## src/rtl/axi_ddr3_tester.sv

```systemverilog
// axi_ddr3_tester
//   AXI4 initiator used for DDR3 bring-up and built-in self-test. On start it
//   writes NUM_BURSTS INCR bursts of a seeded pattern, reads them back, and
//   compares every beat. At most one burst is in flight at any time.
//
// Ports
//   clock, arst_n        system clock, asynchronous active-low reset
//   start_i              begin a pass (only honoured while idle)
//   busy_o               pass in progress
//   done_o               pass finished; held until the next accepted start
//   pass_o               done_o with a zero error count
//   errors_o             saturating error count for the current/last pass
//   err_addr_o           byte address of the first error of the pass
//   axi_aw*/axi_w*       write address / write data channels (initiator side)
//   axi_b*               write response channel
//   axi_ar*/axi_r*       read address / read data channels
module axi_ddr3_tester #(
    parameter int          ADDRS      = 29,
    parameter int          WIDTH      = 32,
    parameter int          MASKS      = 4,
    parameter int          ID_WIDTH   = 4,
    parameter int          TXN_ID     = 0,
    parameter int          BURST_LEN  = 16,
    parameter int          NUM_BURSTS = 64,
    parameter logic [63:0] START_ADDR = 64'h0,
    parameter logic [31:0] SEED       = 32'h5A5A_0000
) (
    input  logic                clock,
    input  logic                arst_n,
    input  logic                start_i,
    output logic                busy_o,
    output logic                done_o,
    output logic                pass_o,
    output logic [15:0]         errors_o,
    output logic [ADDRS-1:0]    err_addr_o,
    output logic                axi_awvalid_o,
    input  logic                axi_awready_i,
    output logic [ADDRS-1:0]    axi_awaddr_o,
    output logic [ID_WIDTH-1:0] axi_awid_o,
    output logic [7:0]          axi_awlen_o,
    output logic [1:0]          axi_awburst_o,
    output logic                axi_wvalid_o,
    input  logic                axi_wready_i,
    output logic                axi_wlast_o,
    output logic [MASKS-1:0]    axi_wstrb_o,
    output logic [WIDTH-1:0]    axi_wdata_o,
    input  logic                axi_bvalid_i,
    output logic                axi_bready_o,
    input  logic [1:0]          axi_bresp_i,
    input  logic [ID_WIDTH-1:0] axi_bid_i,
    output logic                axi_arvalid_o,
    input  logic                axi_arready_i,
    output logic [ADDRS-1:0]    axi_araddr_o,
    output logic [ID_WIDTH-1:0] axi_arid_o,
    output logic [7:0]          axi_arlen_o,
    output logic [1:0]          axi_arburst_o,
    input  logic                axi_rvalid_i,
    output logic                axi_rready_o,
    input  logic                axi_rlast_i,
    input  logic [1:0]          axi_rresp_i,
    input  logic [ID_WIDTH-1:0] axi_rid_i,
    input  logic [WIDTH-1:0]    axi_rdata_i
);

    localparam int BYTES   = WIDTH / 8;
    localparam int BEAT_W  = $clog2(BURST_LEN + 1);
    localparam int BURST_W = $clog2(NUM_BURSTS + 1);

    localparam logic [BEAT_W-1:0]   LAST_BEAT  = BEAT_W'(BURST_LEN - 1);
    localparam logic [BURST_W-1:0]  LAST_BURST = BURST_W'(NUM_BURSTS - 1);
    localparam logic [ADDRS-1:0]    BASE       = ADDRS'(START_ADDR);
    localparam logic [ADDRS-1:0]    BEAT_STEP  = ADDRS'(BYTES);
    localparam logic [ADDRS-1:0]    BURST_STEP = ADDRS'(BURST_LEN * BYTES);
    localparam logic [ID_WIDTH-1:0] ID         = ID_WIDTH'(TXN_ID);

    typedef enum logic [2:0] {
        S_IDLE, S_AW, S_W, S_B, S_AR, S_R, S_DONE
    } state_t;

    state_t               state_q, state_d;
    logic [BEAT_W-1:0]    beat_q;
    logic [BURST_W-1:0]   burst_q;
    logic [ADDRS-1:0]     burst_addr_q;
    logic                 busy_q, done_q;
    logic [15:0]          errors_q;
    logic [ADDRS-1:0]     err_addr_q;

    logic                 last_beat, last_burst;
    logic [31:0]          beat_k;
    logic [WIDTH-1:0]     pattern;
    logic [ADDRS-1:0]     beat_addr;
    logic                 b_bad, r_data_bad, r_frame_bad, r_end;
    logic [1:0]           err_inc;
    logic [16:0]          err_sum;
    logic [15:0]          err_sat;

    // The global beat index is rebuilt from burst/beat counters so an early
    // rlast never desynchronises the expected pattern of the next burst.
    assign last_beat  = (beat_q == LAST_BEAT);
    assign last_burst = (burst_q == LAST_BURST);
    assign beat_k     = 32'(burst_q) * 32'(BURST_LEN) + 32'(beat_q);
    assign pattern    = {(WIDTH / 32){beat_k ^ SEED}};
    assign beat_addr  = burst_addr_q + ADDRS'(beat_q) * BEAT_STEP;

    assign b_bad       = (axi_bresp_i != 2'b00) || (axi_bid_i != ID);
    assign r_data_bad  = (axi_rdata_i != pattern) || (axi_rresp_i != 2'b00) || (axi_rid_i != ID);
    assign r_frame_bad = (axi_rlast_i != last_beat);
    assign r_end       = axi_rlast_i || last_beat;

    // A read beat can carry both a data error and a framing error.
    always_comb begin
        err_inc = 2'd0;
        if (state_q == S_B && axi_bvalid_i)
            err_inc = {1'b0, b_bad};
        else if (state_q == S_R && axi_rvalid_i)
            err_inc = {1'b0, r_data_bad} + {1'b0, r_frame_bad};
    end

    assign err_sum = {1'b0, errors_q} + {15'd0, err_inc};
    assign err_sat = err_sum[16] ? 16'hFFFF : err_sum[15:0];

    // State register.
    always_ff @(posedge clock or negedge arst_n) begin
        if (!arst_n)
            state_q <= S_IDLE;
        else
            state_q <= state_d;
    end

    // Next-state logic; every handshake is qualified by the registered state,
    // so the valid/ready outputs below never depend on the partner's signals.
    always_comb begin
        state_d = state_q;
        case (state_q)
            S_IDLE: if (start_i)                     state_d = S_AW;
            S_AW:   if (axi_awready_i)               state_d = S_W;
            S_W:    if (axi_wready_i && last_beat)   state_d = S_B;
            S_B:    if (axi_bvalid_i)                state_d = last_burst ? S_AR : S_AW;
            S_AR:   if (axi_arready_i)               state_d = S_R;
            S_R:    if (axi_rvalid_i && r_end)       state_d = last_burst ? S_DONE : S_AR;
            S_DONE:                                  state_d = S_IDLE;
            default:                                 state_d = S_IDLE;
        endcase
    end

    // Counters, status flags and error capture.
    always_ff @(posedge clock or negedge arst_n) begin
        if (!arst_n) begin
            busy_q       <= 1'b0;
            done_q       <= 1'b0;
            errors_q     <= 16'd0;
            err_addr_q   <= '0;
            beat_q       <= '0;
            burst_q      <= '0;
            burst_addr_q <= '0;
        end else begin
            if (err_inc != 2'd0) begin
                errors_q <= err_sat;
                if (errors_q == 16'd0)
                    err_addr_q <= (state_q == S_B) ? burst_addr_q : beat_addr;
            end
            case (state_q)
                S_IDLE: begin
                    if (start_i) begin
                        busy_q       <= 1'b1;
                        done_q       <= 1'b0;
                        errors_q     <= 16'd0;
                        err_addr_q   <= '0;
                        beat_q       <= '0;
                        burst_q      <= '0;
                        burst_addr_q <= BASE;
                    end
                end
                S_W: begin
                    if (axi_wready_i)
                        beat_q <= last_beat ? '0 : beat_q + BEAT_W'(1);
                end
                S_B: begin
                    if (axi_bvalid_i) begin
                        beat_q <= '0;
                        if (last_burst) begin
                            burst_q      <= '0;
                            burst_addr_q <= BASE;
                        end else begin
                            burst_q      <= burst_q + BURST_W'(1);
                            burst_addr_q <= burst_addr_q + BURST_STEP;
                        end
                    end
                end
                S_R: begin
                    if (axi_rvalid_i) begin
                        if (r_end) begin
                            beat_q <= '0;
                            if (last_burst) begin
                                busy_q       <= 1'b0;
                                done_q       <= 1'b1;
                                burst_q      <= '0;
                                burst_addr_q <= BASE;
                            end else begin
                                burst_q      <= burst_q + BURST_W'(1);
                                burst_addr_q <= burst_addr_q + BURST_STEP;
                            end
                        end else begin
                            beat_q <= beat_q + BEAT_W'(1);
                        end
                    end
                end
                default: ;
            endcase
        end
    end

    assign busy_o        = busy_q;
    assign done_o        = done_q;
    assign pass_o        = done_q && (errors_q == 16'd0);
    assign errors_o      = errors_q;
    assign err_addr_o    = err_addr_q;

    assign axi_awvalid_o = (state_q == S_AW);
    assign axi_awaddr_o  = burst_addr_q;
    assign axi_awid_o    = ID;
    assign axi_awlen_o   = 8'(BURST_LEN - 1);
    assign axi_awburst_o = 2'b01;

    assign axi_wvalid_o  = (state_q == S_W);
    assign axi_wlast_o   = (state_q == S_W) && last_beat;
    assign axi_wstrb_o   = '1;
    assign axi_wdata_o   = (state_q == S_W) ? pattern : '0;

    assign axi_bready_o  = (state_q == S_B);

    assign axi_arvalid_o = (state_q == S_AR);
    assign axi_araddr_o  = burst_addr_q;
    assign axi_arid_o    = ID;
    assign axi_arlen_o   = 8'(BURST_LEN - 1);
    assign axi_arburst_o = 2'b01;

    assign axi_rready_o  = (state_q == S_R);

endmodule

```

## config.mk

```make
export PLATFORM = sky130hd
export DESIGN_NAME = axi_ddr3_tester
export DESIGN_NICKNAME = d
export VERILOG_FILES = /design/src/rtl/axi_ddr3_tester.sv
export SDC_FILE = /design/constraint.sdc
export NUM_CORES = 1
export LEC_CHECK = 0
export BUFFER_PORTS_ARGS = -buffer_cell sky130_fd_sc_hd__buf_2
export CORE_MARGIN = 4
export CORE_UTILIZATION = 46
export CTS_CLUSTER_SIZE = 20
export DETAILED_ROUTE_END_ITERATION = 10
export GPL_TIMING_DRIVEN = 0
export PLACE_DENSITY = 0.9
export SYNTH_ARGS = -nofsm -noshare
export SYNTH_HDL_FRONTEND = slang
export SYNTH_SLANG_ARGS = --single-unit
```

## constraint.sdc

```tcl
create_clock -name clock -period 3.2 [get_ports clock]
set_input_delay 0.32 -clock clock [delete_from_list [all_inputs] [get_ports clock]]
set_output_delay 0.32 -clock clock [all_outputs]
set_load 0.01 [all_outputs]
```

==> results.yml <==
sta:
  max_slew_margin_pct: 47.5
  rsz0062_at_grt: "yes"
  clock.fmax_mhz: 285
  final.min_clock_period_ns: 3.51
  period_share_pct: 110
  slew_viol_final: 0
  fin_ws_ns: -0.306
  hold_violations: 0
  tightest_slew_ns: 0.781
  setup_viol: 43
  fin_skew_ns: 0.0116
cts:
  cts-htree-levels: 3
  cts_tree: "yes"
  worstSkewPairLatency_ns: 0.34
  cts-root-buf: "clkbuf_16"
  clock_sinks: 85
  cts_buffers: 9
  path_clk_slew_ns: 0.06
  cts_buffer_depth: 2
min_path:
  holdPathStages: 3
  min_to: "busy_o"
  hold_class: "in -> reg"
  min_from: "start_i"
power:
  leakagePower_nw: 3.95
  p_switching_mw: 1.98
  peakVddDrop_mv: 0.330
  pwr-share-seq_pct: 29.8
  p_comb_share_pct: 49.0
  clkPwrFrac_pct: 21.2
  power.density_nw_per_um2: 590
  netSwitchingFraction_pct: 41.2
  p_int_mw: 2.82
placement:
  place.gp.congestion: 0.966
  dp.cells: 1109
  portBuffers: 172
  dp_slack_ns: -0.672
  place_area_um2: 7450
  hpwl_mm: 13.5
detailed_routing:
  ant_nets: 0
  drt_iter0_drc: 812
  vias: 6419
  wire_per_inst_um: 16.7
  avgViaCountPerCell: 5.63
  drc: 0
  wl_mm: 19.0
  first_pass_iters: 7
cells_and_area:
  finalNonFillerCells: 1140
  antenna_cells: 0
  synthToLayoutAreaGrowth_pct: 33.7
  drive_above_1_share_pct: 38.3
  final_nets: 1030
  final_cell_mix: "buf_2 (181), buf_4 (98), dfrtp_1 (82), o21ai_0 (57), conb_1 (56)"
  final_common_cell: "buf_2"
  final_cell_area_um2: 8140
worst_setup_path:
  r2r_start: "burst_q[0]"
  reg2reg_slack_ns: -0.31
  r2r_end: "errors_o[3]"
  rr_worst_depth: 15
  cp.arrival_ns: 3.71
  worstPathMaxFanout: 6
  worst-setup-path-type: "reg -> reg"
  cp.required_ns: 3.40
  end_kind: "flip-flop"
  start_kind: "flip-flop"
global_route:
  grt_use_total_pct: 23.3
  grt_pass1_vias: 5862
  grt_start_max_net_pins: 69
  grt_pass1_wl_mm: 28.4
  gr-total-overflow: 0
  antenna_found_initial: 0
synth:
  netlist_area_um2: 6090
  synth-warning-count: 0
  synthCells: 710
  synth.avg_cell_area_um2: 8.57
  synth_async_sr_flop_share_pct: 100
  synth_ff_type: "dfrtp_1"
  synth.distinct_cells: 75
  ys_seq_area_share_pct: 34.9
  synth_edf_count: 0
  synth.ff_latch_count: 85
floorplanning:
  start_util_pct: 47.7
  io_pins: 229
  fp.dieW_um: 123
  core.rowCount: 41
  chipHeight_um: 123
  dieArea_um2: 15100
  core_area_um2: 12800
outcome:
  violations: "negative setup slack"
  status: "complete, but fails checks"
job:
  maxCapViolCount: 0
-- Yosys cell counts, types with 3 or more instances --
cell	instances	share of area, %
nor4bb_1	3	0.49
a21oi_2	3	0.43
o21ai_0	61	5.0
nand2b_1	7	0.72
clkbuf_1	19	1.2
nand2_1	53	3.3
nand4b_1	3	0.43
o22ai_1	4	0.41
o211ai_1	3	0.37
nand4_1	18	1.8
o31ai_1	5	0.62
nor4b_1	3	0.43
inv_1	11	0.68
buf_6	3	0.55
or3_1	4	0.41
dfrtp_1	85	35
buf_2	12	0.99
xnor2_1	13	1.9
a21oi_1	43	3.5
and3_1	12	1.2
o21ai_1	3	0.25
nor3_1	23	1.9
a211oi_1	13	1.6
nor2_1	48	3.0
nand3_1	37	3.0
nor2b_1	4	0.41
nor4_1	11	1.1
ha_1	12	2.5
a21o_1	3	0.37
and4_1	9	1.3
xor2_1	26	3.7
buf_4	88	11
a31oi_1	6	0.62
nand3b_1	4	0.49
-- worst max-delay path: stages (launching register included) --
cell      delay (ns)
dfrtp_1         0.39
ha_4            0.18
nand3_4         0.09
or4b_1          0.46
and3_1          0.18
mux2_2          0.26
nand4_1         0.12
ha_1            0.26
a31o_2          0.22
ha_4            0.16
fa_2            0.37
nand3_4         0.13
nand4b_1        0.20
nand2_1         0.12
a21oi_2         0.15
nor3_1          0.06
-- through the flow --
step	total power, mW	TNS [ns]	hold WS (ns)	utilization, %
4_1_cts	4.64	-5.72	0.314	61.6
3_3_place_gp	3.47	-20.73	0.490	58.1
2_1_floorplan	2.83	-0.110	0.0244	-
6_report	4.80	-6.57	0.340	63.7
3_5_place_dp	3.53	-19.41	0.218	58.3
5_1_grt	5.08	-14.78	0.330	63.7
-- kinds of logic after synthesis --
family | count (synthesis) | share of synthesized area (%)
AOI/OAI and AO/OA | 170 | 17.6
xor gates and xnor gates | 39 | 5.61
adders and majority gates | 13 | 2.80
buffers and inverters | 137 | 14.5
DFF | 85 | 34.9
muxes | 3 | 0.534
other | 2 | 0.123
and+or+nand+nor | 261 | 23.9
-- layer usage --
layer	global-route usage, %	part of all wire [%]	routed length (um)	up-vias
met1	29.9	39	7370	3029
met2	40.0	50	9440	409
met3	4.35	9.7	1840	47
li1	-	-	-	2934
met5	0	0	0	-
met4	7.13	2.0	382	0
-- area by class of cell --
type | instances | area [um2]
Clock inverter | 2 | 35.0
Multi-Input combinational cell | 542 | 3510
Timing Repair Buffer | 192 | 1110
Fill cell | 1003 | 4640
Tap cell | 172 | 215
Buffer | 122 | 847
Inverter | 12 | 45.0
Clock buffer | 13 | 240
Sequential cell | 85 | 2130
-- worst max path at each step --
| stage | startpoint | to | slack, ns | cells past startpoint |
|---|---|---|---|---|
| after floorplan | burst_q[0] | errors_o[5] | -0.04 | 15 |
| after global placement | axi_rresp_i[0] | errors_o[6] | -0.70 | 12 |
| after detailed placement | axi_rresp_i[0] | errors_o[6] | -0.67 | 12 |
| after CTS | burst_q[0] | errors_o[15] | -0.28 | 15 |
| after global routing | burst_q[0] | errors_o[3] | -0.48 | 15 |
| final | burst_q[0] | errors_o[3] | -0.31 | 15 |
-- power by group through the flow --
stage	logic, mW	clock network, mW	registers [mW]
after floorplan	1.35	0	1.48
after global placement	2.03	0	1.44
after detailed placement	2.09	0	1.44
after CTS	2.19	1.02	1.43
after global routing	2.56	1.07	1.45
final	2.36	1.02	1.43
-- state kept, by name, indices dropped and copies added (netlist names) --
signal / flops
err_addr_o: 29
state_q: 3
done_o: 1
beat_q: 5
axi_araddr_o: 23
errors_o: 16
busy_o: 1
burst_q: 7
-- what timing repair did --
| item | 4_1_cts | 5_1_grt |
|---|---|---|
| gates cloned | 0 | 3 |
| hold buffers | 1 | 0 |
| pin swaps | 9 | 17 |
| resized for setup | 19 | 40 |
| endpoints found under the setup margin | 45 | 47 |
| endpoints found under the hold margin | 17 | 0 |
| setup buffers | 8 | 7 |
No activity file was read; power rests on OpenSTA's default activity.
